[config.mk]
export PLATFORM = sky130hd
export DESIGN_NAME = memory_writeback_cycle
export DESIGN_NICKNAME = d
export VERILOG_FILES = /design/src/rtl/memory_writeback_cycle_pkg.sv /design/src/rtl/memory_writeback_cycle_mem_watchdog.sv /design/src/rtl/memory_writeback_cycle.sv
export SDC_FILE = /design/constraint.sdc
export NUM_CORES = 1
export LEC_CHECK = 0
export ABC_AREA = 1
export BUFFER_PORTS_ARGS = -buffer_cell sky130_fd_sc_hd__buf_2
export CAP_MARGIN = 15
export CORE_MARGIN = 4
export CORE_UTILIZATION = 48
export DETAILED_ROUTE_END_ITERATION = 16
export PLACE_DENSITY = 0.8
export SLEW_MARGIN = 10
export SYNTH_ARGS = -nofsm -noshare
export SYNTH_HDL_FRONTEND = slang
export SYNTH_SLANG_ARGS = --single-unit
[constraint.sdc]
create_clock -name clk -period 4.5 [get_ports clk]
set_input_delay 0.45 -clock clk [delete_from_list [all_inputs] [get_ports clk]]
set_output_delay 0.45 -clock clk [all_outputs]
set_load 0.03 [all_outputs]
[src/rtl/memory_writeback_cycle_pkg.sv]
// ============================================================================
// Module  : mwb_pkg
// Brief   : Shared types and constants for the memory / write-back stage.
// Rev     : 1.0  initial release
// ============================================================================
`default_nettype none

package mwb_pkg;

  typedef enum logic [0:0] {
    MWB_IDLE = 1'b0,
    MWB_WAIT = 1'b1
  } mwb_state_t;

  localparam logic RESULT_SRC_ALU = 1'b0;
  localparam logic RESULT_SRC_MEM = 1'b1;

  typedef struct packed {
    logic        reg_write;
    logic [4:0]  rd;
    logic [31:0] result;
  } wb_t;

  localparam wb_t WB_BUBBLE = '{reg_write: 1'b0, rd: 5'd0, result: 32'd0};

endpackage

`default_nettype wire

[src/rtl/memory_writeback_cycle_mem_watchdog.sv]
// ============================================================================
// Module  : mem_watchdog
// Brief   : WAIT-state cycle counter; flags an access that never completes.
//           Built only when MEM_TIMEOUT_EN is defined.
// Rev     : 1.0  initial release
// ============================================================================
`default_nettype none

`ifdef MEM_TIMEOUT_EN
module mem_watchdog #(
  parameter int TIMEOUT_CYCLES = 255
) (
  input  logic clk,
  input  logic rst,
  input  logic start,
  input  logic active,
  input  logic done,
  output logic expired
);

  localparam logic [7:0] c_last = 8'(TIMEOUT_CYCLES - 1);

  logic [7:0] r_cnt;

  always_ff @(posedge clk or posedge rst) begin
    if (rst) begin
      r_cnt <= 8'd0;
    end else if (start) begin
      r_cnt <= 8'd0;
    end else if (active && !done) begin
      r_cnt <= r_cnt + 8'd1;
    end
  end

  // Fires on the edge that ends the TIMEOUT_CYCLES-th unanswered WAIT cycle.
  assign expired = active && !done && (r_cnt == c_last);

endmodule
`endif

`default_nettype wire

[src/rtl/memory_writeback_cycle.sv]
// ============================================================================
// Module  : memory_writeback_cycle
// Brief   : Memory-access / write-back stage with a ready/ack data port.
//           Optional access timeout enabled by MEM_TIMEOUT_EN.
// Rev     : 1.0  initial release
// ============================================================================
`default_nettype none

module memory_writeback_cycle
  import mwb_pkg::*;
#(
  parameter int TIMEOUT_CYCLES = 255
) (
  input  logic        clk,
  input  logic        rst,
  input  logic        RegWriteM,
  input  logic        MemWriteM,
  input  logic        ResultSrcM,
  input  logic [4:0]  RD_M,
  input  logic [31:0] ALUResultM,
  input  logic [31:0] WriteDataM,
  output logic        StallM,
  output logic        mem_req,
  output logic        mem_we,
  output logic [31:0] mem_addr,
  output logic [31:0] mem_wdata,
  input  logic        mem_ready,
  input  logic [31:0] mem_rdata,
  output logic        mem_err,
  output logic        RegWriteW,
  output logic [4:0]  RDW,
  output logic [31:0] ResultW
);

  mwb_state_t  r_state;
  logic [31:0] r_addr;
  logic [31:0] r_wdata;
  logic [4:0]  r_rd;
  logic        r_is_store;
  wb_t         r_wb;

  logic w_is_load;
  logic w_is_store;
  logic w_accept;
  logic w_waiting;
  logic w_expired;

  assign w_is_load  = (ResultSrcM == RESULT_SRC_MEM) & RegWriteM;
  assign w_is_store = MemWriteM;
  assign w_waiting  = (r_state == MWB_WAIT);
  assign w_accept   = (r_state == MWB_IDLE) & (w_is_load | w_is_store);

`ifdef MEM_TIMEOUT_EN
  logic r_mem_err;

  mem_watchdog #(
    .TIMEOUT_CYCLES (TIMEOUT_CYCLES)
  ) u_mem_watchdog (
    .clk     (clk),
    .rst     (rst),
    .start   (w_accept),
    .active  (w_waiting),
    .done    (mem_ready),
    .expired (w_expired)
  );

  assign mem_err = r_mem_err;
`else
  assign w_expired = 1'b0;
  assign mem_err   = 1'b0;

  if (TIMEOUT_CYCLES < 1 || TIMEOUT_CYCLES > 255) begin : g_bad_timeout
    $error("TIMEOUT_CYCLES out of range 1..255");
  end
`endif

  always_ff @(posedge clk or posedge rst) begin
    if (rst) begin
      r_state    <= MWB_IDLE;
      r_addr     <= 32'd0;
      r_wdata    <= 32'd0;
      r_rd       <= 5'd0;
      r_is_store <= 1'b0;
      r_wb       <= WB_BUBBLE;
`ifdef MEM_TIMEOUT_EN
      r_mem_err  <= 1'b0;
`endif
    end else begin
`ifdef MEM_TIMEOUT_EN
      r_mem_err <= 1'b0;
`endif
      case (r_state)
        MWB_IDLE: begin
          if (w_accept) begin
            r_addr     <= ALUResultM;
            r_wdata    <= WriteDataM;
            r_rd       <= RD_M;
            r_is_store <= w_is_store;
            r_state    <= MWB_WAIT;
            r_wb       <= WB_BUBBLE;
          end else begin
            r_wb <= '{reg_write: RegWriteM, rd: RD_M, result: ALUResultM};
          end
        end
        MWB_WAIT: begin
          // A ready on the same edge as the timeout completes normally.
          if (mem_ready) begin
            r_state <= MWB_IDLE;
            if (r_is_store) r_wb <= WB_BUBBLE;
            else            r_wb <= '{reg_write: 1'b1, rd: r_rd, result: mem_rdata};
          end else if (w_expired) begin
            r_state <= MWB_IDLE;
            r_wb    <= WB_BUBBLE;
`ifdef MEM_TIMEOUT_EN
            r_mem_err <= 1'b1;
`endif
          end else begin
            r_wb <= WB_BUBBLE;
          end
        end
        default: begin
          r_state <= MWB_IDLE;
          r_wb    <= WB_BUBBLE;
        end
      endcase
    end
  end

  assign StallM    = w_waiting;
  assign mem_req   = w_waiting;
  assign mem_we    = w_waiting & r_is_store;
  assign mem_addr  = w_waiting ? r_addr  : 32'd0;
  assign mem_wdata = w_waiting ? r_wdata : 32'd0;

  assign RegWriteW = r_wb.reg_write;
  assign RDW       = r_wb.rd;
  assign ResultW   = r_wb.result;

endmodule

`default_nettype wire

==> results.py <==
metrics = {
    "outcome": {
        "status": "finished clean",
    },
    "layout": {
        "layout_commonest_cell": "buf_2",
        "final_cell_mix": "buf_2, nand2_1, nand3_1",
        "area_growth_pct": 24.5,
        "drive_gt1_share_pct": 29.8,
        "antennaDiodeCount": 0,
        "fin_cells": 942,
        "final_cell_area_mm2": 0.00644,
        "fill_cells": 928,
        "nets": 909,
    },
    "clocking": {
        "cts.reportedPaths.clkPinSlew_ns": 0.10,
        "clockBufferDepth": 2,
        "cts.sinks": 109,
        "cts_inserted_buffers": 9,
        "cts_tree": "done",
        "post_cts_resized": 0,
        "post_cts_buffers": 0,
        "htreeDepth": 3,
        "cts_hold_buf": 0,
        "insertion_delay_ns": 0.37,
        "clockRootBuffer": "clkbuf_8",
    },
    "timing": {
        "fmax_mhz": 377,
        "setup_violations": 0,
        "slew_headroom_pct": 40.4,
        "rsz0062_at_grt": "no",
        "tns_ns": 0,
        "hold_violations": 0,
        "tightest_slew_ns": 0.890,
        "fin_crit_sh_pct": 58.9,
        "finalClockSkew_ns": 0.0131,
        "slew_violations": 0,
        "finalHoldWorstSlack_ns": 0.252,
        "fin_crit_ns": 2.65,
    },
    "place": {
        "portBuffers": 211,
        "gp_congestion": 0.787,
        "place_area_mm2": 0.00615,
        "post-dp-hpwl_mm": 9.46,
        "dp.cells": 926,
    },
    "floorplan": {
        "ioPinCount": 213,
        "num_rows": 37,
        "floorplan.die_area_mm2": 0.0125,
        "dieHeight_um": 112,
        "core_mm2": 0.0104,
        "fp.dieW_um": 112,
        "start_util_pct": 49.7,
    },
    "synth": {
        "yosysSeqAreaShare_pct": 52.7,
        "yosys_warnings": 0,
        "yosysUniqueCellTypes": 14,
        "synth-xor-area-share_pct": 0,
        "avgSynthCellArea_um2": 8.15,
        "synth_top_family_by_area": "simple AND/OR/NAND/NOR gates",
        "synth_area_mm2": 0.00517,
        "synth_compound_area_share_pct": 0.145,
        "muxShareOfSynthArea_pct": 0,
        "yosys.area_share.simple_pct": 35.7,
        "syn_nets": 742,
        "synth-seq-cells": 109,
        "synth_cells": 635,
        "synth-adder-area-share_pct": 0,
    },
    "global_route": {
        "grt_pass1_vias": 4795,
        "grt_pass1_wl_mm": 23.9,
        "grt_max_degree": 81,
        "antenna_found_initial": 0,
        "grt_usage_pct": 23.0,
        "grt_overflow_total": 0,
    },
    "critical_path": {
        "critPathMaxFanout": 73,
        "timing.rr.start": "StallM",
        "cp-start-kind": "flip-flop",
        "endpoint_kind": "output port",
        "critPathKind": "reg2out",
        "crit_required_ns": 4.05,
        "cp.arrival_ns": 2.20,
        "cp-startpoint": "StallM",
    },
    "pwr": {
        "power_density_mw_per_mm2": 515,
        "max-vdd-ir-drop_uv": 249,
        "p_leak_nw": 4.10,
    },
    "flow_run": {
        "drv_cap": 0,
    },
    "drt": {
        "ant_nets": 0,
        "finalWirelength_mm": 14.5,
        "drc": 0,
        "vias": 5066,
        "drt_first_iter_violations": 401,
        "drtPass1Iterations": 5,
        "via_per_inst": 5.38,
        "wl_per_cell_um": 15.4,
    },
    "hold_path": {
        "hold_path.class": "in2async",
    },
}
==> per-layer routing <==
metal  track usage [%]  vias to the layer above  routed length, um
met4              9.89                        0                452
met3              3.86                       34               1020
met2              35.9                      233               6920
met1              32.0                     2389               6120
met5                 0                        -                  0
li1                  -                     2410                  -
==> synthesized netlist by cell type (all sizes together) <==
| library cell | count | area, um2 |
|---|---|---|
| buf | 47 | 270 |
| clkbuf | 16 | 60.1 |
| conb | 1 | 3.75 |
| dfrtp | 109 | 2730 |
| inv | 69 | 259 |
| nand2 | 177 | 669 |
| nand3 | 140 | 706 |
| nand4 | 75 | 469 |
| o211ai | 1 | 7.51 |
==> path summary, 6_finish.rpt <==
check                         endpoint  slack (ns)  cells after the start
min in group clk            r_wdata[3]        0.30                      3
max                        mem_addr[5]        1.85                      4
max in group asynchronous   r_is_store        3.19                      3
min                        r_wdata[17]        0.25                      2
min reg2reg                  r_addr[9]        0.51                      2
max reg2reg                r_wdata[20]        2.23                      5
==> sequential cells by signal (all words and copies together) (netlist names) <==
name        count
r_wdata        32
ResultW        32
r_is_store      1
RDW             5
StallM          1
RegWriteW       1
r_rd            5
r_addr         32
==> kinds of logic after synthesis <==
kind of cell	Yosys count
simple gates	392
other cells	1
buf+inv	132
compound gates	1
flops	109
==> worst max-delay path: stages, from the launching register on <==
cell and delay [ns]:
dfrtp_4 0.67, buf_4 0.66, nand2_1 0.12, inv_1 0.12, buf_2 0.20
==> stage by stage <==
stage               utilization, %  setup slack, ns  power (mW)
floorplan                        -             1.18        2.22
global route                  61.8             1.67        3.51
global placement              58.8             2.09        2.52
detailed placement            59.0             2.07        2.56
finish                        61.8             1.85        3.32
CTS                           61.5             1.88        3.31
==> cell type report <==
| type | instances | area, um2 | share of cell area (%) |
|---|---|---|---|
| Tap cell | 136 | 170 | 2.64 |
| Timing Repair Buffer | 219 | 1160 | 18.0 |
| Multi-Input combinational cell | 394 | 1860 | 28.8 |
| Clock buffer | 11 | 141 | 2.20 |
| Clock inverter | 4 | 120 | 1.87 |
| Sequential cell | 109 | 2730 | 42.4 |
| Inverter | 69 | 263 | 4.08 |
==> where the power goes <==
group | internal, mW | total, mW | leakage, nW | switching, mW
combinational | 0.347 | 1.21 | 2.58 | 0.868
sequential | 1.20 | 1.34 | 1.39 | 0.135
clock | 0.439 | 0.764 | 0.130 | 0.326
(Power assumes the default switching activity.)
